`config.mk`:
```
export PLATFORM = sky130hd
export DESIGN_NAME = divisor_seq
export DESIGN_NICKNAME = d
export VERILOG_FILES = /design/src/rtl/divisor_seq.sv
export SDC_FILE = /design/constraint.sdc
export NUM_CORES = 1
export LEC_CHECK = 0
export CORE_UTILIZATION = 53
export CTS_BUF_LIST = sky130_fd_sc_hd__clkbuf_4
export CTS_CLUSTER_DIAMETER = 60
export DETAILED_ROUTE_END_ITERATION = 8
export PLACE_DENSITY_LB_ADDON = 0.15
export SLEW_MARGIN = 5
export SYNTH_ARGS = -nofsm -noshare
export SYNTH_HDL_FRONTEND = slang
export SYNTH_SLANG_ARGS = --single-unit
```
`constraint.sdc`:
```
create_clock -name clk -period 5.3 [get_ports clk]
set_clock_uncertainty 0.05 [all_clocks]
set_input_delay 0.795 -clock clk [delete_from_list [all_inputs] [get_ports clk]]
set_output_delay 0.795 -clock clk [all_outputs]
set_load 0.05 [all_outputs]
```
`src/rtl/divisor_seq.sv`:
```
// Sequential 32-bit signed divider: restoring shift-subtract on magnitudes,
// one quotient bit per clock, sign correction in a final FIX cycle.
module divisor_seq (
  input  logic        clk,
  input  logic        reset,
  input  logic        start,
  input  logic [31:0] dividend,
  input  logic [31:0] divisor,
  output logic [31:0] out_high,
  output logic [31:0] out_low,
  output logic        busy,
  output logic        done,
  output logic        div_zero
);

  typedef enum logic [1:0] {
    IDLE = 2'd0,
    RUN  = 2'd1,
    FIX  = 2'd2
  } state_t;

  state_t      state_q, state_d;
  logic [32:0] rem_q, rem_d;
  logic [31:0] quo_q, quo_d;
  logic [31:0] dvs_q, dvs_d;
  logic        sign_a_q, sign_a_d;
  logic        sign_b_q, sign_b_d;
  logic [4:0]  cnt_q, cnt_d;
  logic [31:0] hi_q, hi_d;
  logic [31:0] lo_q, lo_d;
  logic        busy_q, busy_d;
  logic        done_q, done_d;
  logic        dz_q, dz_d;

  logic [31:0] abs_dividend;
  logic [31:0] abs_divisor;
  logic [33:0] shifted;
  logic [33:0] trial;
  logic [31:0] quo_signed;
  logic [31:0] rem_signed;

  assign abs_dividend = dividend[31] ? (32'd0 - dividend) : dividend;
  assign abs_divisor  = divisor[31]  ? (32'd0 - divisor)  : divisor;

  // Shift the next dividend bit into the partial remainder; a borrow in
  // bit 33 of the trial means the divisor does not fit this step.
  assign shifted = {rem_q, quo_q[31]};
  assign trial   = shifted - {2'b00, dvs_q};

  assign quo_signed = (sign_a_q ^ sign_b_q) ? (32'd0 - quo_q) : quo_q;
  assign rem_signed = sign_a_q ? (32'd0 - rem_q[31:0]) : rem_q[31:0];

  always_comb begin
    state_d  = state_q;
    rem_d    = rem_q;
    quo_d    = quo_q;
    dvs_d    = dvs_q;
    sign_a_d = sign_a_q;
    sign_b_d = sign_b_q;
    cnt_d    = cnt_q;
    hi_d     = hi_q;
    lo_d     = lo_q;
    busy_d   = busy_q;
    done_d   = 1'b0;
    dz_d     = dz_q;

    case (state_q)
      IDLE: begin
        busy_d = 1'b0;
        if (start) begin
          if (divisor == 32'd0) begin
            done_d = 1'b1;
            dz_d   = 1'b1;
          end else begin
            state_d  = RUN;
            rem_d    = 33'd0;
            quo_d    = abs_dividend;
            dvs_d    = abs_divisor;
            sign_a_d = dividend[31];
            sign_b_d = divisor[31];
            cnt_d    = 5'd31;
            dz_d     = 1'b0;
            busy_d   = 1'b1;
          end
        end
      end

      RUN: begin
        if (trial[33]) begin
          rem_d = shifted[32:0];
        end else begin
          rem_d = trial[32:0];
        end
        quo_d = {quo_q[30:0], ~trial[33]};
        cnt_d = cnt_q - 5'd1;
        if (cnt_q == 5'd0) begin
          state_d = FIX;
        end
      end

      FIX: begin
        lo_d    = quo_signed;
        hi_d    = rem_signed;
        done_d  = 1'b1;
        busy_d  = 1'b0;
        state_d = IDLE;
      end

      default: begin
        state_d = IDLE;
        busy_d  = 1'b0;
      end
    endcase
  end

  always_ff @(posedge clk or posedge reset) begin
    if (reset) begin
      state_q  <= IDLE;
      rem_q    <= 33'd0;
      quo_q    <= 32'd0;
      dvs_q    <= 32'd0;
      sign_a_q <= 1'b0;
      sign_b_q <= 1'b0;
      cnt_q    <= 5'd0;
      hi_q     <= 32'd0;
      lo_q     <= 32'd0;
      busy_q   <= 1'b0;
      done_q   <= 1'b0;
      dz_q     <= 1'b0;
    end else begin
      state_q  <= state_d;
      rem_q    <= rem_d;
      quo_q    <= quo_d;
      dvs_q    <= dvs_d;
      sign_a_q <= sign_a_d;
      sign_b_q <= sign_b_d;
      cnt_q    <= cnt_d;
      hi_q     <= hi_d;
      lo_q     <= lo_d;
      busy_q   <= busy_d;
      done_q   <= done_d;
      dz_q     <= dz_d;
    end
  end

  assign out_high = hi_q;
  assign out_low  = lo_q;
  assign busy     = busy_q;
  assign done     = done_q;
  assign div_zero = dz_q;

endmodule

```
==> flow_summary.json, run 1 <==
{
  "io_pins": 134,
  "end_kind": "flip-flop",
  "dpl.hpwl_mm": 20.7,
  "r2r_start": "rem_q[9]$_DFFE_PP0P_",
  "fillerInstances": 1925,
  "ys_seq_area_share_pct": 37.7,
  "required_ns": 5.73,
  "synth_cell_type_count": 69,
  "met2_length_mm": 12.3,
  "tritoncts": "built",
  "antenna_found_initial": 1,
  "hold_class": "input pin to asynchronous set/reset pin",
  "overflow": 0,
  "place.gp.congestion": 0.908,
  "worstMarginPinSlew_ns": 1.14,
  "p_sw_mw": 4.67,
  "synthFlopType": "dfrtp_1",
  "synth_seq_cells": 173,
  "crit_top_cell": "o211ai_1",
  "synth_area_leaders": "dfrtp_1 38%, o21ai_0 7.1%, nand2_1 6.9%",
  "ctsResizeCount": 0,
  "crit_family": "compound AO/OA/AOI/OAI gates",
  "cts_made_buffers": 17,
  "clkPwrFrac_pct": 8.6,
  "ant_nets": 0,
  "vias": 10188,
  "clkSinkCount": 173,
  "holdWs_ns": 0.395,
  "synth_area_leader_cell": "dfrtp_1",
  "die_x_um": 149,
  "maxCapViolCount": 0,
  "viasPerCell": 5.83,
  "synth_cells": 1374,
  "synthDominantCellAreaShare_pct": 37.7,
  "vdd_drop_max_v": 0.000250,
  "clock-root-buffer": "clkbuf_4",
  "drt-initial-drc-count": 624,
  "critical_path_buf_inv_count": 1,
  "ctsHoldBuffers": 0,
  "comb_power_share_pct": 62.7,
  "top_layer_used": "met4",
  "grt_pass1_wl_mm": 46.6,
  "r2r-end": "rem_q[7]$_DFFE_PP0P_",
  "synth.avg_cell_area_um2": 8.35,
  "cts_max_path_buffers": 2,
  "critPathMaxFanout": 18,
  "reg2reg_depth": 10,
  "worstSetupStartpointType": "flip-flop",
  "nets": 1566,
  "hold_viol_final": 0,
  "mostFrequentLayoutCells": "209 x nand2_1, 173 x dfrtp_1, 162 x o21ai_0, 133 x clkdlybuf4s50_1, 97 x a21oi_1",
  "crit_chain": "ha_1 > a21oi_1 > o211ai_1 > a211o_1 > nor3b_2 > o21ai_1 > mux2i_1 > nor2_2 > buf_4 > o211ai_1",
  "clkLatencyLatePin_ns": 0.60,
  "arrival_ns": 4.31,
  "die_area_um2": 22200,
  "m1WireLength_mm": 13.8,
  "core_area_um2": 21100,
  "syn_to_final_growth_pct": 15.6,
  "p_leak_nw": 5.69,
  "cts.clk_slew.worst_paths_ns": 0.15,
  "p_int_mw": 4.55,
  "wire_per_inst_um": 16.2,
  "syn_area_um2": 11500,
  "critical_path_class": "flip-flop to flip-flop",
  "crit_path_top_delay_cell": "nor2_2",
  "fin_cells": 1749,
  "synth_warnings": 0,
  "drc_errors": 0,
  "dpl.cell_count": 1716,
  "grt_pass1_vias": 9329,
  "min_period_ns": 3.88,
  "io_buffers": 133,
  "max_freq_mhz": 257,
  "cpPeakStageDelay_ns": 0.71,
  "netSwitchingFraction_pct": 50.6,
  "p_per_area_nw_per_um2": 695,
  "grt_max_degree": 102,
  "post_cts_buffers": 0,
  "start_util_pct": 54.4,
  "post-route-period-util_pct": 73.3,
  "h-tree-depth": 4,
  "synth_nets": 1480,
  "mostFrequentLayoutCell": "nand2_1",
  "dr.pass1.iters": 5,
  "tns_ns": 0,
  "cp-startpoint": "rem_q[9]$_DFFE_PP0P_",
  "async_reset_ff_share_pct": 100,
  "rows": 53,
  "seq_power_share_pct": 28.7,
  "rrSetupSlack_ns": 1.42,
  "layout-drive-gt1-share_pct": 4.75,
  "rsz0062_at_grt": "no",
  "wl_mm": 28.3,
  "finalSetupViolations": 0,
  "grtUsageTotal_pct": 26.3,
  "die_height_um": 149,
  "status": "finished clean",
  "wl_met3_mm": 1.83,
  "slew_violations": 0,
  "synth-edff-count": 0,
  "slew_headroom_pct": 23.8
}
layer usage:
| metal | up-vias | GRT usage, % |
|---|---|---|
| met5 | - | 0 |
| met2 | 326 | 39.2 |
| met1 | 4794 | 39.8 |
| li1 | 5037 | - |
| met3 | 31 | 3.58 |
| met4 | 0 | 6.89 |
logic make-up after synthesis:
family / count (synthesis) / synth area share [%]
AND/OR/NAND/NOR: 450 / 18.5
AO/OA/AOI/OAI: 417 / 22.3
flip-flops: 173 / 37.7
XOR/XNOR: 148 / 11.3
buffers and inverters: 139 / 5.07
adder cells (fa/ha/maj): 39 / 4.32
multiplexers: 8 / 0.742
cells in the mapped netlist (23+ instances only):
cell,number
nor3_1,23
dfrtp_1,173
o21ai_0,162
xor2_1,73
inv_1,61
xnor2_1,75
clkbuf_1,54
a21oi_1,97
nor2_1,84
ha_1,38
o31ai_1,30
nand2_1,210
how the worst max path moves through the flow:
stage / end / slack (ns) / depth (start not counted)
after CTS: rem_q[7]$_DFFE_PP0P_ / 1.52 / 10
final: rem_q[7]$_DFFE_PP0P_ / 1.42 / 10
after global placement: rem_q[16]$_DFFE_PP0P_ / 1.08 / 9
after floorplan: sign_a_q$_DFFE_PP0P_ / 2.16 / 9
after global routing: rem_q[7]$_DFFE_PP0P_ / 1.26 / 10
after detailed placement: rem_q[19]$_DFFE_PP0P_ / 1.04 / 9
power by group through the flow:
stage | Combinational (mW) | Sequential [mW] | Clock (mW)
final | 5.78 | 2.64 | 0.791
after global placement | 5.62 | 2.63 | 0
after detailed placement | 5.73 | 2.66 | 0
after floorplan | 3.51 | 3.29 | 0
after global routing | 6.37 | 2.73 | 0.850
after CTS | 5.75 | 2.62 | 0.802
sequential cells by signal, indices dropped and copies added (netlist names):
register  flops
done          1
cnt_q         5
sign_b_q      1
div_zero      1
state_q       2
quo_q        32
sign_a_q      1
rem_q        33
dvs_q        32
busy          1
out_low      32
out_high     32
metrics by stage:
stage / total power, mW / area (um2) / setup WS, ns / utilization, %
after floorplan: 6.81 / 11500 / 2.16 / -
after global placement: 8.25 / 13000 / 1.08 / 61.5
after detailed placement: 8.39 / 13000 / 1.04 / 61.5
after CTS: 9.18 / 13300 / 1.52 / 62.9
after global routing: 9.95 / 13300 / 1.26 / 62.9
final: 9.22 / 13300 / 1.42 / 62.9
worst register-to-register path, delay by kind of cell, from the launching register on:
kind / cells / cell delay, ns
and+or+nand+nor: 2 / 1.09
DFF: 1 / 0.53
adders and majority gates: 1 / 0.41
AOI/OAI and AO/OA: 5 / 1.12
buffers and inverters: 1 / 0.31
muxes: 1 / 0.26
area by class of cell:
cell class / count / area, um2 / area share, %
repair buffers: 145 / 1470 / 11.1
multi-input cells: 1062 / 6590 / 49.7
diodes: 1 / 2.50 / 0.0189
flip-flops and latches: 173 / 4330 / 32.7
clock inverters: 13 / 141 / 1.07
clock buffers: 19 / 143 / 1.08
inverters: 61 / 233 / 1.76
well taps: 275 / 344 / 2.60
No activity file was read; power rests on OpenSTA's default activity.
==> run 2: changes to the inputs <==
Settings changed: CORE_UTILIZATION 53 to 59.
Clock period 5.3 ns to 3.7 ns, I/O delays scaled along.
==> run 2 against run 1 <==
Clock-buffer cell count down 2; die area down 10%; fmax up 15%; critical path type unchanged; wire length down 1.0%; sequential cell count unchanged; clock power up 34%; hold slack worse by 0.12 ns; register-to-register slack worse by 1.1 ns; first-iteration DRC count up 46%; critical path depth unchanged.
==> flow_summary.json, run 2 (synthesized netlist as in run 1, its figures left out) <==
{
  "post_cts_buffers": 0,
  "min_period_ns": 3.37,
  "overflow": 0,
  "place.gp.congestion": 0.907,
  "ant_nets": 0,
  "start_util_pct": 60.7,
  "crit_chain": "ha_1 > and3_1 > nand2_1 > a211oi_1 > nor3b_2 > o21ai_1 > mux2_2 > buf_4 > a21o_1 > a32o_1",
  "status": "finished clean",
  "viasPerCell": 5.78,
  "max_freq_mhz": 297,
  "ctsResizeCount": 0,
  "maxCapViolCount": 0,
  "clkSinkCount": 173,
  "p_per_area_nw_per_um2": 997,
  "clock-root-buffer": "clkbuf_4",
  "required_ns": 4.11,
  "die_height_um": 141,
  "clkLatencyLatePin_ns": 0.56,
  "end_kind": "flip-flop",
  "mostFrequentLayoutCell": "nand2_1",
  "cts.clk_slew.worst_paths_ns": 0.16,
  "cpPeakStageDelay_ns": 0.50,
  "mostFrequentLayoutCells": "209 x nand2_1, 173 x dfrtp_1, 162 x o21ai_0, 133 x clkdlybuf4s50_1, 97 x a21oi_1",
  "io_buffers": 133,
  "rows": 50,
  "h-tree-depth": 4,
  "arrival_ns": 3.78,
  "fillerInstances": 1561,
  "syn_to_final_growth_pct": 18.1,
  "finalSetupViolations": 0,
  "dpl.hpwl_mm": 21.5,
  "dr.pass1.iters": 8,
  "vias": 10258,
  "cts_max_path_buffers": 2,
  "critical_path_class": "flip-flop to flip-flop",
  "grtUsageTotal_pct": 29.1,
  "ctsHoldBuffers": 0,
  "seqCellArea_um2": 4330,
  "multiInputGateArea_um2": 6580,
  "vdd_drop_max_v": 0.000497,
  "regMostFlops": "rem_q",
  "grt_max_degree": 94,
  "p_leak_nw": 5.89,
  "worst_slack_ns": 0.328,
  "layout-drive-gt1-share_pct": 7.27,
  "dp_slack_ns": 0.0912,
  "tritoncts": "built",
  "core_area_um2": 18900,
  "antenna_found_initial": 1,
  "critPathMaxFanout": 14,
  "worstSetupStartpointType": "flip-flop",
  "hold_viol_final": 0,
  "cts_made_buffers": 17,
  "slew_violations": 0,
  "grt_pass1_vias": 9292,
  "die_area_um2": 20000,
  "tns_ns": 0,
  "holdWs_ns": 0.279,
  "drc_errors": 0,
  "nets": 1606,
  "wire_per_inst_um": 15.8,
  "worstMarginPinSlew_ns": 0.797,
  "hold_class": "input pin to asynchronous set/reset pin",
  "largest_reg_flops": 33,
  "rsz0062_at_grt": "no",
  "grt_pass1_wl_mm": 46.5,
  "slew_headroom_pct": 46.9,
  "wl_mm": 28.0,
  "drt-initial-drc-count": 909,
  "post-route-period-util_pct": 91.1,
  "crit_path_top_delay_cell": "mux2_2",
  "die_x_um": 141,
  "io_pins": 134,
  "p_total_mw": 13.5
}
## run 2: cell count changes in the layout (fill, tap and decap cells not counted), moves of 2 or more
cell      before  now
buf_4          8   45
buf_12         4    7
inv_6          2    4
clkbuf_4      19   17
## run 2: metal layers
layer	GRT usage, %	wire [um]	vias up
met4	7.98	355	0
met5	0	0	-
li1	-	-	5128
met3	3.54	1810	25
met2	43.5	12300	363
met1	44.5	13500	4742
## run 2: critical path: cells and delay by family, from the launching register on
family                     cells  cell delay, ns
AOI/OAI and AO/OA              4            1.06
muxes                          1            0.50
and+or+nand+nor                3            0.49
adders and majority gates      1            0.47
DFF                            1            0.44
buffers and inverters          1            0.23
## run 2: worst paths after layout
path	cells after the start	end	start	slack (ns)
worst max-delay path	10	rem_q[23]$_DFFE_PP0P_	rem_q[13]$_DFFE_PP0P_	0.33
worst min-delay path	2	quo_q[13]$_DFFE_PP0P_	reset	0.28
worst max register to register	10	rem_q[23]$_DFFE_PP0P_	rem_q[13]$_DFFE_PP0P_	0.33
worst min register to register	2	out_high[21]$_DFFE_PP0P_	out_high[21]$_DFFE_PP0P_	0.44
max in group asynchronous	3	rem_q[15]$_DFFE_PP0P_	reset	2.57
min in group clk	2	out_high[21]$_DFFE_PP0P_	out_high[21]$_DFFE_PP0P_	0.44
## run 2: cell type report
| class | count | area share [%] |
|---|---|---|
| Inverter | 61 | 1.72 |
| Clock inverter | 15 | 1.04 |
| Clock buffer | 17 | 0.942 |
| Sequential cell | 173 | 31.9 |
| Multi-Input combinational cell | 1062 | 48.6 |
| Antenna cell | 1 | 0.0185 |
| Timing Repair Buffer | 185 | 13.4 |
| Tap cell | 260 | 2.40 |
## run 2: through the flow
stage	area, um2	cells	util [%]
after floorplan	11500	1374	-
final	13600	1774	71.7
after detailed placement	13300	1741	70.3
after CTS	13500	1773	71.7
after global placement	13300	1741	70.3
after global routing	13600	1774	71.7
## run 2: where the power goes
part,internal (mW),switching (mW)
logic,3.59,5.23
registers,2.79,0.837
clock network,0.347,0.716
total,6.73,6.78
